File: src/rtl/if_fetch_unit.sv
// Instruction-fetch stage: owns the PC, addresses instruction memory and
// registers the fetched word plus PC+step into the IF/ID boundary.
module if_fetch_unit #(
  parameter logic [31:0] RESET_PC = 32'h0000_0000,
  parameter logic [31:0] PC_STEP  = 32'd4
) (
  input  logic        Clk,
  input  logic        Rst,
  input  logic        Stall,
  input  logic        Flush,
  input  logic        Redirect,
  input  logic [31:0] RedirectAddr,
  input  logic [31:0] IM_Data,
  output logic [31:0] IM_Addr,
  output logic [31:0] PC_Out,
  output logic [31:0] IM_Out,
  output logic [31:0] PCI_Out,
  output logic        Valid_Out,
  output logic [31:0] FetchCount,
  output logic        AlignErr
);

  logic [31:0] pc_q, pc_d;
  logic [31:0] ir_q, ir_d;
  logic [31:0] pci_q, pci_d;
  logic        vld_q, vld_d;
  logic [31:0] cnt_q, cnt_d;
  logic        aerr_q, aerr_d;
  logic [31:0] pc_inc;

  assign pc_inc = pc_q + PC_STEP;

  always_comb begin
    // Redirect wins over Stall for the PC; the target is forced word-aligned.
    pc_d = pc_inc;
    if (Redirect)   pc_d = {RedirectAddr[31:2], 2'b00};
    else if (Stall) pc_d = pc_q;

    ir_d  = ir_q;
    pci_d = pci_q;
    vld_d = vld_q;
    cnt_d = cnt_q;
    if (Flush) begin
      ir_d  = 32'h0;
      pci_d = 32'h0;
      vld_d = 1'b0;
    end else if (!Stall) begin
      ir_d  = IM_Data;
      pci_d = pc_inc;
      vld_d = 1'b1;
      cnt_d = cnt_q + 32'd1;
    end

    aerr_d = aerr_q | (Redirect & (|RedirectAddr[1:0]));
  end

  always_ff @(posedge Clk or posedge Rst) begin
    if (Rst) begin
      pc_q   <= RESET_PC;
      ir_q   <= 32'h0;
      pci_q  <= 32'h0;
      vld_q  <= 1'b0;
      cnt_q  <= 32'h0;
      aerr_q <= 1'b0;
    end else begin
      pc_q   <= pc_d;
      ir_q   <= ir_d;
      pci_q  <= pci_d;
      vld_q  <= vld_d;
      cnt_q  <= cnt_d;
      aerr_q <= aerr_d;
    end
  end

  assign IM_Addr    = pc_q;
  assign PC_Out     = pc_q;
  assign IM_Out     = ir_q;
  assign PCI_Out    = pci_q;
  assign Valid_Out  = vld_q;
  assign FetchCount = cnt_q;
  assign AlignErr   = aerr_q;

endmodule

File: config.mk
export PLATFORM = sky130hd
export DESIGN_NAME = if_fetch_unit
export DESIGN_NICKNAME = d
export VERILOG_FILES = /design/src/rtl/if_fetch_unit.sv
export SDC_FILE = /design/constraint.sdc
export NUM_CORES = 1
export LEC_CHECK = 0
export CELL_PAD_IN_SITES_DETAIL_PLACEMENT = 1
export CELL_PAD_IN_SITES_GLOBAL_PLACEMENT = 1
export CORE_MARGIN = 3
export CORE_UTILIZATION = 36
export CTS_CLUSTER_DIAMETER = 100
export DETAILED_ROUTE_END_ITERATION = 7
export PLACE_DENSITY_LB_ADDON = 0.1
export SYNTH_ARGS = -nofsm -noshare
export SYNTH_HDL_FRONTEND = slang
export SYNTH_SLANG_ARGS = --single-unit
File: constraint.sdc
create_clock -name Clk -period 11.6 [get_ports Clk]
set_input_delay 2.32 -clock Clk [delete_from_list [all_inputs] [get_ports Clk]]
set_output_delay 2.32 -clock Clk [all_outputs]
set_load 0.02 [all_outputs]
After elaboration in Yosys (flattened, before gate mapping)

Cells that the tools add are included.

Output and inout bits: 162
Memories: 0
Bits in registers: 130
Bits in latches: 0
Bits in writable memories: 0
Memory bits (read-only): 0

$mul: 0
Muxes and demuxes: 7
Reductions and logical operators: 2
Bitwise logic cells: 4
Divide/modulo/power cells: 0
Shift-type cells: 0
Order comparisons: 0
$add $sub $neg: 2
Equal/unequal tests: 2

Operators with widths:

| operator                                      | count |
|---|---|
| 2-to-1 mux 32 bit                             | 5 |
| adder 32 x 1 -> 32 bit, second input constant | 1 |
| adder 32 x 3 -> 32 bit, second input constant | 1 |
| != test 2 x 1 -> 1 bit, second input constant | 2 |
| 2-to-1 mux 1 bit                              | 2 |
| NOT 1 bit                                     | 2 |
| AND reduction 2 bit                           | 1 |
| OR reduction 2 bit                            | 1 |
| AND 1 bit                                     | 1 |
| OR 1 bit                                      | 1 |

Depth between registers and ports, before layout

Depth after elaboration: 3
Mapped depth: 8
Gate-level depth less buffers: 6

Least setup slack after synthesis

Ideal clock, no wire load.

Path type: input -> register
From: in Stall
To: reg ir_q[28] (netlist: IM_Out[28])
Slack: 7.893 ns
Data arrival time: 3.576 ns
Path buffers: 3
Setup time: 0.132 ns
Stages on the path: 5
Cell sequence: clkbuf_1 > clkbuf_1 > buf_1 > mux2i_1 > nor2_1

Word-level cells in the longest chain between the ends: 1

RTL lines:

| element                                 | line | RTL |
|---|---|---|
| start, declared                         | 9    | `input logic Stall,` |
| != test 2 x 1 -> 1 bit (no source line) | --   |  |
| end signal, assigned                    | 67   | `ir_q <= ir_d;` |
| end, declared                           | 24   | `logic [31:0] ir_q, ir_d;` |

Every way passes these cells.
A chain may end at the register's enable or synchronous reset.

Final worst setup path

From: in Flush
To: reg cnt_q[31] (netlist: FetchCount[31])

Word-level cells in the longest chain between the ends: 2

RTL lines:

| element                              | line | RTL |
|---|---|---|
| start, declared                      | 10   | `input logic Flush,` |
| NOT 1 bit (no source line)           | --   |  |
| AND reduction 2 bit (no source line) | --   |  |
| end signal, assigned                 | 70   | `cnt_q <= cnt_d;` |
| end, declared                        | 27   | `logic [31:0] cnt_q, cnt_d;` |

Every way passes these cells.

==> metrics.md <==
| Metric | Value |
|---|---|
| Status | `completed` |
| Mapped Cells | `660` |
| Final setup margin | `about 7.5 ns` |
| DR iter-0 viols | `244` |
| Final worst path period need | `between 4 and 5 ns` |
| Max VDD drop | `0.104 mV` |
| Class of the worst hold path | `reg2reg` |
| Sequential element share of the synthesized area | `49.1%` |
| Pint | `0.993 mW` |
| Synth area leaders | `dfrtp_1 49%, xnor2_1 7.2%, mux2i_1 6.3%` |
| Register share of total power | `38.2%` |
| Pwr Density | `about 150 nW/um2` |
| DP HPWL | `13,900 um` |
| Overall die width | `140 um` |
| NetSw | `0.377 mW` |
| Commonest cells after routing, fill and taps aside | `223 x clkdlybuf4s50_1, 127 x dfrtp_1, 73 x nor2_1, 58 x nand2_1, 53 x xnor2_1` |
| # DRC | `0` |
| CTS buffer count | `17` |
| Global-route total usage across every layer | `19.4%` |
| Postcts setup bufs | `0` |
| Max-slew violation count | `0` |
| Crit-path cells | `buf_2 -> buf_4 -> nor2_1 -> and4_1 -> nand3_1 -> nor4_1 -> xor2_1` |
| Number of diodes | `0` |
| Routed vias/inst | `4.92` |
| Vias in the first global route | `5,592` |
| Synth cell types | `39` |
| Mapped Area | `6470 um2` |
| First-pass GRT wire length | `just over 30,000 um` |
| Number of max-cap violations | `0` |
| Crit. End Element | `flop` |
| Vias after detailed routing | `5,284` |
| Clock Sinks | `127` |
| Cts repair resizes | `0` |
| Clock latency on the worst-skew pair | `around 0.42 ns` |
| Switch share | `approximately 28%` |
| Most common cell after layout, fill and taps aside | `clkdlybuf4s50_1` |
| # hold bufs at CTS | `0` |
| H-tree depth | `4` |
| Leak pwr | `around 3.9 nW` |
| Worst path slowest cell | `nor4_1` |
| First-pass DRT Iterations | `4` |
| Initial antenna violation count | `0` |
| IO Port Bufs | `226` |
| Tcrit/Tclk final | `between 30% and 40%` |
| Total Wirelength | `19,000 um` |
| Routed Antenna Nets | `0` |
| GP Congestion | `~0.78` |
| # rows | `48` |
| Layout area overhead | `42.7%` |
| Combinational power share | `19.4%` |
| Avg Cell Area, Syn | `between 9 and 10 um2` |
| Largest net degree at the start of global routing | `78` |
| Final Hold Fails | `0` |
| Register bit total from synthesis | `127` |
| Clock skew | `0.0116 ns` |
| CP Buf/Inv Count | `2` |
| Kind of critical path | `in2reg` |
| CTS Buffer Depth | `2` |
| Final nets | `907` |
| Largest delay contributor family on the critical path | `simple AND/OR/NAND/NOR gates` |
| RSZ-0062 raised after global routing | `false` |
| Layout cells sized above 1 | `6.49%` |
| Core ar. | `17,500 um2` |
| Yosys top cell area share | `49.1%` |
| Setup TNS | `0 ns` |
| TritonCTS clock tree | `done` |
| CP max FO | `65` |
| Leading area contributor after synthesis | `dfrtp_1` |
| Startpoint types | `input port` |
| Final Setup Violations | `0` |
| Worst slack at placement | `7.09 ns` |
| Clock-pin transition on the worst setup and hold timing paths | `0.06 ns` |
| Io pins | `~230` |
| Data required, critical path | `11.94 ns` |
| Drt wl/cell | `17.7 um` |
| Clock Power Share | `about 42%` |
| Max-Slew Margin vs Limit | `about 17%` |
| Worst path max stage delay | `0.45 ns` |
| Area occupied by multi-input gates | `2790 um2` |
| CP arrival | `4.42 ns` |
| Die Ht | `140 um` |
| Synth warn | `0` |
| Root Driver | `clkbuf_16` |
| Die Area | `19,600 um2` |
| Grt total ovfl | `0` |
| Starting Density | `37.0%` |
| FF+latch area | `3180 um2` |
| Fmax | `about 0.24 GHz` |
| Actual transition at the worst max-transition pin | `1.24 ns` |
| Fillers | `1,958` |
==> power by group through the flow <==
stage / sequential, mW / combinational [mW] / clock [mW]
after floorplan: 0.557 / 0.114 / 0
after global placement: 0.528 / 0.264 / 0
after detailed placement: 0.531 / 0.269 / 0
after CTS: 0.524 / 0.271 / 0.591
after global routing: 0.530 / 0.287 / 0.613
final: 0.523 / 0.266 / 0.580
==> state kept, by name, summed over array words and instances, names as in the netlist <==
| signal | flops |
|---|---|
| Valid_Out | 1 |
| PCI_Out | 31 |
| AlignErr | 1 |
| IM_Addr | 30 |
| IM_Out | 32 |
| FetchCount | 32 |
==> synthesized netlist by cell type (all sizes together) <==
| cell type | instances |
|---|---|
| a21oi | 19 |
| a221oi | 1 |
| and2 | 2 |
| and3 | 7 |
| and3b | 1 |
| and4 | 3 |
| buf | 50 |
| clkbuf | 25 |
| conb | 1 |
| dfrtp | 127 |
| ha | 2 |
| inv | 20 |
| mux2 | 2 |
| mux2i | 41 |
| nand2 | 58 |
| nand2b | 2 |
| nand3 | 24 |
| nand4 | 15 |
| nor2 | 73 |
| nor2b | 5 |
| nor3 | 29 |
| nor3b | 1 |
| nor4 | 13 |
| o21a | 14 |
| o21ai | 32 |
| or2 | 4 |
| or3 | 3 |
| or4 | 1 |
| xnor2 | 53 |
| xor2 | 32 |
==> final cells by class <==
type / instances / area share [%]
clock buffer: 20 / 4.83
clock inverter: 11 / 2.04
timing repair buffer: 229 / 24.6
inverter: 20 / 0.867
tap: 225 / 3.05
multi-input combinational: 441 / 30.2
sequential: 127 / 34.4
==> worst register-to-register path, stage by stage, from the launching register on <==
cell     delay [ns]
dfrtp_1        0.51
nand4_1        0.48
nor3_1         1.13
nand4_1        0.28
xnor2_1        0.24
o21a_1         0.17
==> logic make-up (layout without fill, tap and decap cells) <==
family                     Yosys count  count (layout)  synth area share [%]
adders and majority gates            2               2                 0.387
muxes                               43              43                  6.69
AOI/OAI and AO/OA                   66              66                  5.70
DFF                                127             127                  49.1
buffers and inverters               95             280                  7.95
and+or+nand+nor                    241             241                  18.6
other                                1               4                0.0579
xor gates and xnor gates            85              85                  11.5
==> per-stage QoR <==
stage	std cells	power [mW]	utilization (%)	area [um2]	hold slack (ns)
finish	1073	1.37	52.9	9240	0.475
global route	1073	1.43	52.9	9240	0.493
CTS	1073	1.39	52.9	9240	0.477
detailed placement	1042	0.800	49.2	8600	0.459
global placement	1042	0.792	49.2	8600	0.452
floorplan	663	0.671	-	6480	0.578
==> path summary, 6_finish.rpt <==
path                             from              to  slack, ns  cells after the start
max in group asynchronous         Rst  FetchCount[21]       7.90                      3
setup / recovery                Flush  FetchCount[31]       7.52                      7
hold reg to reg              AlignErr        AlignErr       0.47                      1
min in group asynchronous         Rst       IM_Out[0]       2.32                      2
hold / removal               AlignErr        AlignErr       0.47                      1
setup reg to reg           IM_Addr[6]     PCI_Out[31]       8.67                      5
==> routing by layer <==
| layer | vias to the layer above | global-route usage [%] | part of all wire, % |
|---|---|---|---|
| met1 | 2597 | 25.9 | 46 |
| met2 | 155 | 31.8 | 48 |
| met3 | 18 | 4.98 | 5.0 |
| li1 | 2514 | - | - |
| met5 | - | 0 | 0 |
| met4 | 0 | 4.79 | 1.2 |
Note: power is estimated with default switching activity, not from simulation.
